===== config.mk =====
export PLATFORM = sky130hd
export DESIGN_NAME = tgmux_bbm_ctrl
export DESIGN_NICKNAME = d
export VERILOG_FILES = /design/src/rtl/tgmux_bbm_ctrl.sv
export SDC_FILE = /design/constraint.sdc
export NUM_CORES = 1
export LEC_CHECK = 0
export CAP_MARGIN = 20
export CORE_UTILIZATION = 45
export DETAILED_ROUTE_END_ITERATION = 6
export DONT_BUFFER_PORTS = 1
export SLEW_MARGIN = 20
export SYNTH_ARGS = -nofsm -noshare
export SYNTH_HDL_FRONTEND = slang
export SYNTH_SLANG_ARGS = --single-unit
export TNS_END_PERCENT = 1

===== constraint.sdc =====
create_clock -name clk -period 1.69 [get_ports clk]
set_input_delay 0.2535 -clock clk [delete_from_list [all_inputs] [get_ports clk]]
set_output_delay 0.2535 -clock clk [all_outputs]
set_load 0.01 [all_outputs]

===== src/rtl/tgmux_bbm_ctrl.sv =====
// tgmux_bbm_ctrl
// Break-before-make select sequencer for the two-input transmission-gate mux.
// Two level requesters are arbitrated round-robin. Only one path conducts at a
// time, and a programmable dead time with both gates off separates hand-overs.
// All gate controls are registered and decoded from the state.
//
// Optional feature: define TGMUX_DWELL_EN to enforce a minimum ON time of
// DWELL_CYC cycles per grant. When it is undefined, release follows the
// request exactly.
module tgmux_bbm_ctrl #(
    parameter int DEAD_CYC  = 2,
    parameter int DWELL_CYC = 4,
    parameter int CNT_W     = 4
) (
    input  logic clk,
    input  logic rst,
    input  logic req1,
    input  logic req2,
    output logic gnt1,
    output logic gnt2,
    output logic ckn1,
    output logic ckp1,
    output logic ckn2,
    output logic ckp2,
    output logic busy
);

    typedef enum logic [1:0] {
        IDLE = 2'd0,
        ON1  = 2'd1,
        ON2  = 2'd2,
        DEAD = 2'd3
    } state_t;

    localparam int DEAD_EFF  = (DEAD_CYC  < 1) ? 1 : DEAD_CYC;
    localparam int DWELL_EFF = (DWELL_CYC < 1) ? 1 : DWELL_CYC;

    // The counter starts at 0 on entry to a state, so the final cycle of a
    // phase is the one where cnt equals the phase length minus one.
    localparam logic [CNT_W-1:0] DEAD_LAST  = CNT_W'(DEAD_EFF - 1);
    localparam logic [CNT_W-1:0] DWELL_LAST = CNT_W'(DWELL_EFF - 1);
    localparam logic [CNT_W-1:0] CNT_MAX    = {CNT_W{1'b1}};
    localparam logic [CNT_W-1:0] CNT_ONE    = {{(CNT_W-1){1'b0}}, 1'b1};

`ifdef TGMUX_DWELL_EN
    localparam bit DWELL_EN = 1'b1;
`else
    localparam bit DWELL_EN = 1'b0;
`endif

    state_t           state;
    state_t           state_next;
    logic [CNT_W-1:0] cnt;
    logic [CNT_W-1:0] cnt_next;
    logic [CNT_W-1:0] cnt_inc;
    logic             prefer2;
    logic             prefer2_next;
    logic             pick1;
    logic             pick2;
    logic             dwell_hold;
    logic             hold1;
    logic             hold2;

    // Arbitration helpers: saturating count, round-robin pick, and ON hold condition
    always_comb begin
        cnt_inc    = (cnt == CNT_MAX) ? cnt : (cnt + CNT_ONE);
        pick1      = req1 & (~req2 | ~prefer2);
        pick2      = req2 & ~pick1;
        dwell_hold = DWELL_EN & (cnt < DWELL_LAST);
        hold1      = req1 | dwell_hold;
        hold2      = req2 | dwell_hold;
    end

    // Next-state logic. Entering ON clears the counter and hands priority to the other path
    always_comb begin
        state_next   = state;
        cnt_next     = cnt;
        prefer2_next = prefer2;
        case (state)
            IDLE: begin
                if (pick1) begin
                    state_next   = ON1;
                    cnt_next     = '0;
                    prefer2_next = 1'b1;
                end else if (pick2) begin
                    state_next   = ON2;
                    cnt_next     = '0;
                    prefer2_next = 1'b0;
                end
            end
            ON1: begin
                if (hold1) begin
                    cnt_next = cnt_inc;
                end else begin
                    state_next = DEAD;
                    cnt_next   = '0;
                end
            end
            ON2: begin
                if (hold2) begin
                    cnt_next = cnt_inc;
                end else begin
                    state_next = DEAD;
                    cnt_next   = '0;
                end
            end
            DEAD: begin
                if (cnt >= DEAD_LAST) begin
                    cnt_next = '0;
                    if (pick1) begin
                        state_next   = ON1;
                        prefer2_next = 1'b1;
                    end else if (pick2) begin
                        state_next   = ON2;
                        prefer2_next = 1'b0;
                    end else begin
                        state_next = IDLE;
                    end
                end else begin
                    cnt_next = cnt_inc;
                end
            end
            default: begin
                state_next = IDLE;
                cnt_next   = '0;
            end
        endcase
    end

    // State register with outputs decoded from the next state, so the gates change on the deciding edge
    always_ff @(posedge clk) begin
        if (rst) begin
            state   <= IDLE;
            cnt     <= '0;
            prefer2 <= 1'b0;
            gnt1    <= 1'b0;
            gnt2    <= 1'b0;
            ckn1    <= 1'b0;
            ckp1    <= 1'b1;
            ckn2    <= 1'b0;
            ckp2    <= 1'b1;
            busy    <= 1'b0;
        end else begin
            state   <= state_next;
            cnt     <= cnt_next;
            prefer2 <= prefer2_next;
            gnt1    <= (state_next == ON1);
            gnt2    <= (state_next == ON2);
            ckn1    <= (state_next == ON1);
            ckp1    <= (state_next != ON1);
            ckn2    <= (state_next == ON2);
            ckp2    <= (state_next != ON2);
            busy    <= (state_next != IDLE);
        end
    end

endmodule


==> flow_summary.yaml, run 1 <==
outcome:
  status: "finished clean"
setup_path:
  critPathMaxFanout: 4
  end_kind: "flop"
  arrival_ps: 1840
  cp.required_ps: 1890
  crit_type: "reg2reg"
  start_kind: "flop"
  reg2reg_depth: 6
timing:
  fin_crit_ps: 1640
  final.period_utilization: 0.972
  skew_ps: 2.75
  hold_slack_ps: 33.6
  maxSlewViolCount: 0
  fmax_mhz: 609
  setup_viol: 0
  slew_headroom: 0.674
  worstMarginPinSlew_ps: 485
  hold_viol_final: 0
global_routing:
  antenna_found_initial: 0
  grt.overflow.total: 0
  track_usage: 0.179
  grt_max_degree: 13
  grt_pass1_wl_um: 1720
  grt_pass1_vias: 423
min_path:
  hp-class: "in2reg"
  min_path_cells: 1
place:
  dpl.hpwl_um: 794
  finalWeightedCongestion: 0.723
  port_buffers: 0
flow_run:
  maxCapViolations: 0
final_layout:
  fin_util: 0.583
  synthToLayoutAreaGrowth_pct: 13.8
  n_antenna_cell: 0
  fill_cells: 102
  nNetsFinal: 78
  final_common_cell: "dfxtp_1"
  final_cell_mix: "dfxtp_1, buf_4, nor2_1"
  drive_above_1_share: 0.271
floorplanning:
  chipWidth_um: 38.8
  io_pins: 11
  rows: 12
  die-area_mm2: 0.00150
  die_h_um: 38.8
  core_mm2: 0.00119
  initial_core_util: 0.513
route:
  drtIter0Drc: 13
  postRouteAntennaNets: 0
  drt_pass1_iterations: 3
  routed_wl_um: 1070
  via_per_inst: 5.44
  post_drt_wl_per_cell_um: 12.7
  drcViolationCount: 0
  vias: 457
logic_synthesis:
  synth_adder_area_share: 0.0617
  synthArstFlopShare: 0
  synthCells: 64
  yosysSeqAreaShare: 0.395
  yosys-mux-area-fraction: 0.0185
  synthXorXnorAreaFrac: 0.0144
  synth_top_family_by_area: "compound AO/OA/AOI/OAI gates"
  ys.flop_type: "dfxtp_1"
  synth_area_um2: 608
  synth_compound_area_frac: 0.222
  synth_seq_cells: 12
  yosys_warnings: 0
  syn_nets: 71
  synthSimpleGateAreaFrac: 0.220
  synth_edf_count: 0
  synth_cell_types: 32
  avgSynthCellArea_um2: 9.50
clocking:
  cts_hold_buf: 0
  clock_sinks: 12
  cts_inserted_buffers: 3
  clkTransAtPathRegs_ps: 70
  cts_tree: "built"
  htreeDepth: 1
  cts_root_buffer: "clkbuf_4"
  cts_buffer_depth: 2
  cts_post_setup_buffers_inserted: 0
  cts_resized: 0
  clk_latency_ps: 270
power:
  vdd_drop_max_mv: 0.632
  p_leak_nw: 0.269
  cellPowerDensity_mw_per_mm2: 1030
## state kept, by name (all words and copies together), names as in the netlist
| signal | cells |
|---|---|
| cnt | 4 |
| state | 2 |
| prefer2 | 1 |
| busy | 1 |
| ckp2 | 1 |
| ckn2 | 1 |
| ckp1 | 1 |
| ckn1 | 1 |
## power breakdown
group | internal (mW) | switching (mW) | total [mW]
Clock | 0.131 | 0.0917 | 0.223
Sequential | 0.311 | 0.0269 | 0.338
Combinational | 0.0792 | 0.0750 | 0.154
Total | 0.521 | 0.194 | 0.715
## cell type report
type                    count  area [um^2]  area share
multi-input cells          45          339       0.490
flip-flops and latches     12          243       0.351
repair buffers              6         45.0      0.0651
clock buffers               4         36.3      0.0524
well taps                  14         17.5      0.0253
inverters                   3         11.3      0.0163
## worst paths after layout
check | startpoint | endpoint | slack, ps
setup reg to reg | cnt[1] | cnt[2] | 50
hold reg to reg | prefer2 | prefer2 | 510
setup / recovery | cnt[1] | cnt[2] | 50
hold / removal | rst | cnt[2] | 30
## critical path: stages (launching register included)
cell,delay (ps)
dfxtp_2,330
inv_1,50
ha_2,170
or4b_4,490
o211ai_4,240
o21ai_2,90
a211oi_2,200
## metrics by stage
stage                     TNS [ps]  total power [mW]  setup WS (ps)  area [um^2]  instances
after floorplan                  0             0.456           39.0          608         64
final                            0             0.715           47.3          692         84
after global placement           0             0.490           72.8          641         80
after global routing         -2.15             0.753          -2.15          692         84
after detailed placement         0             0.491           55.8          641         80
after CTS                        0             0.715           29.4          677         84
## layer usage
metal / global-route usage / vias up / wire length, um / share of wire
li1: - / 241 / - / -
met1: 0.215 / 206 / 543 / 0.51
met4: 0.103 / 0 / 19 / 0.018
met2: 0.250 / 8 / 451 / 0.42
met3: 0.0925 / 2 / 54 / 0.051
met5: 0 / - / 0 / 0
## synth_stat cells (all sizes together) (2+ instances only)
cell / instances / area share
a31oi: 2 / 0.021
nand3b: 3 / 0.037
o21ai: 4 / 0.039
nand2: 4 / 0.025
nor2: 5 / 0.031
nor3: 2 / 0.016
ha: 3 / 0.062
a21oi: 2 / 0.016
dfxtp: 12 / 0.40
inv: 3 / 0.019
buf: 3 / 0.043
nor2b: 2 / 0.021
a22oi: 3 / 0.037
## cells by family (layout without fill, tap and decap cells)
group                    count (synthesis)  after routing
XOR/XNOR                                 1              1
AND/OR/NAND/NOR                         23             23
buffers and inverters                    7             13
flip-flops                              12             12
adder cells (fa/ha/maj)                  3              3
AO/OA/AOI/OAI                           17             17
multiplexers                             1              1
No activity file was read; power rests on OpenSTA's default activity.
==> inputs of run 2 (changes only) <==
clock period = 2 ns   (was 1.69 ns; I/O delays follow)
==> flow_summary.yaml, run 2 (synthesis results as in run 1) <==
outcome:
  status: "finished clean"
floorplanning:
  rows: 12
  chipWidth_um: 38.8
  io_pins: 11
  initial_core_util: 0.513
  core_mm2: 0.00119
  die-area_mm2: 0.00150
  die_h_um: 38.8
clocking:
  clkTransAtPathRegs_ps: 80
  cts_root_buffer: "clkbuf_4"
  cts_tree: "built"
  cts_inserted_buffers: 3
  htreeDepth: 1
  clock_sinks: 12
  cts_hold_buf: 0
  cts_buffer_depth: 2
  clk_latency_ps: 270
power:
  switching_share: 0.278
  cellPowerDensity_mw_per_mm2: 919
  p_clk_frac: 0.332
  pwr-share-comb: 0.178
  pwr-share-seq: 0.490
  vdd_drop_max_mv: 0.549
  power.internal_uw: 422
  p_leak_nw: 0.237
  power_switching_uw: 162
  p_total_uw: 584
flow_run:
  maxCapViolations: 0
timing:
  fin_crit_ps: 1820
  setup_viol: 0
  rsz0062_at_grt: "no"
  skew_ps: 5.54
  hold_viol_final: 0
  fin_tns_setup_ps: 0
  maxSlewViolCount: 0
  worstMarginPinSlew_ps: 476
  fmax_mhz: 551
  final.period_utilization: 0.908
  slew_headroom: 0.680
  hold_slack_ps: 77.8
setup_path:
  worstPathCellList: "inv_1 > ha_1 > nor4b_1 > o21a_1 > o21ai_1 > or3_1"
  start_kind: "flop"
  critical-path-slowest-cell: "dfxtp_1"
  cp.required_ps: 2160
  crit_type: "reg2reg"
  arrival_ps: 1970
  crit_family: "simple AND/OR/NAND/NOR gates"
  critPathMaxFanout: 6
  cp_num_buf_inv: 1
  worst_path_largest_cell_delay_ps: 410
  end_kind: "flop"
route:
  postRouteAntennaNets: 0
  drt_pass1_iterations: 4
  drcViolationCount: 0
  via_per_inst: 5.62
  routed_wl_um: 949
  vias: 438
  post_drt_wl_per_cell_um: 12.2
  drtIter0Drc: 12
global_routing:
  grt_pass1_vias: 364
  grt_max_degree: 13
  track_usage: 0.166
  grt.overflow.total: 0
  grt_pass1_wl_um: 1590
  antenna_found_initial: 0
min_path:
  hp-class: "in2reg"
final_layout:
  largest_reg_flops: 4
  reg_top3: "cnt x4, state x2"
  final_common_cell: "dfxtp_1"
  nNetsFinal: 72
  multi_input_area_um2: 330
  seq_area_um2: 240
  final_cell_mix: "dfxtp_1, nor2_1, nand2_1"
  fin_util: 0.536
  largest-register: "cnt"
  design_area_um2: 636
  n_antenna_cell: 0
  synthToLayoutAreaGrowth_pct: 4.53
  drive_above_1_share: 0.141
  fill_cells: 104
place:
  port_buffers: 0
  dpl.hpwl_um: 689
  finalWeightedCongestion: 0.783
  place_area_um2: 596
-- run 2: cell count changes in the layout (fill, tap and decap cells not counted), sizes merged --
cell / previous run / this run
buf: 6 / 0
-- run 2: repair_timing --
action,in CTS,in global routing
buffers inserted,0,0
hold endpoints to repair,0,0
gates resized for setup,0,1
endpoints found under the setup margin,0,1
-- run 2: worst paths after layout --
check / startpoint / end / slack (ps) / depth (start not counted)
min reg2reg: prefer2 / prefer2 / 500 / 1
min: rst / cnt[2] / 80 / 1
max: cnt[1] / ckp1 / 180 / 6
max reg2reg: cnt[1] / ckp1 / 180 / 6
-- run 2: power by group through the flow --
stage          Combinational (mW)  Sequential (mW)  Clock (mW)
5_1_grt                     0.118            0.290       0.214
6_report                    0.104            0.286       0.194
2_1_floorplan              0.0993            0.286           0
3_5_place_dp                0.102            0.292           0
4_1_cts                     0.103            0.287       0.202
3_3_place_gp                0.103            0.292           0
-- run 2: metrics by stage --
stage	setup WS, ps	std cells
floorplan	349	64
global placement	237	74
detailed placement	194	74
CTS	188	78
global route	86.3	78
finish	184	78
-- run 2: layout make-up --
type,count,area share
Multi-Input combinational cell,45,0.520
Sequential cell,12,0.378
Clock buffer,4,0.0571
Tap cell,14,0.0276
Inverter,3,0.0177
-- run 2: per-layer routing --
layer | track usage | share of wire
met1 | 0.230 | 0.53
met2 | 0.200 | 0.39
met3 | 0.110 | 0.076
met4 | 0.0517 | 0.0084
met5 | 0 | 0
-- run 2: worst reg2reg max path, delay by kind of cell (launching register included) --
kind	cells	cell delay (ps)
AND/OR/NAND/NOR	2	720
AO/OA/AOI/OAI	2	290
buffers and inverters	1	80
adder cells (fa/ha/maj)	1	200
flip-flops	1	410
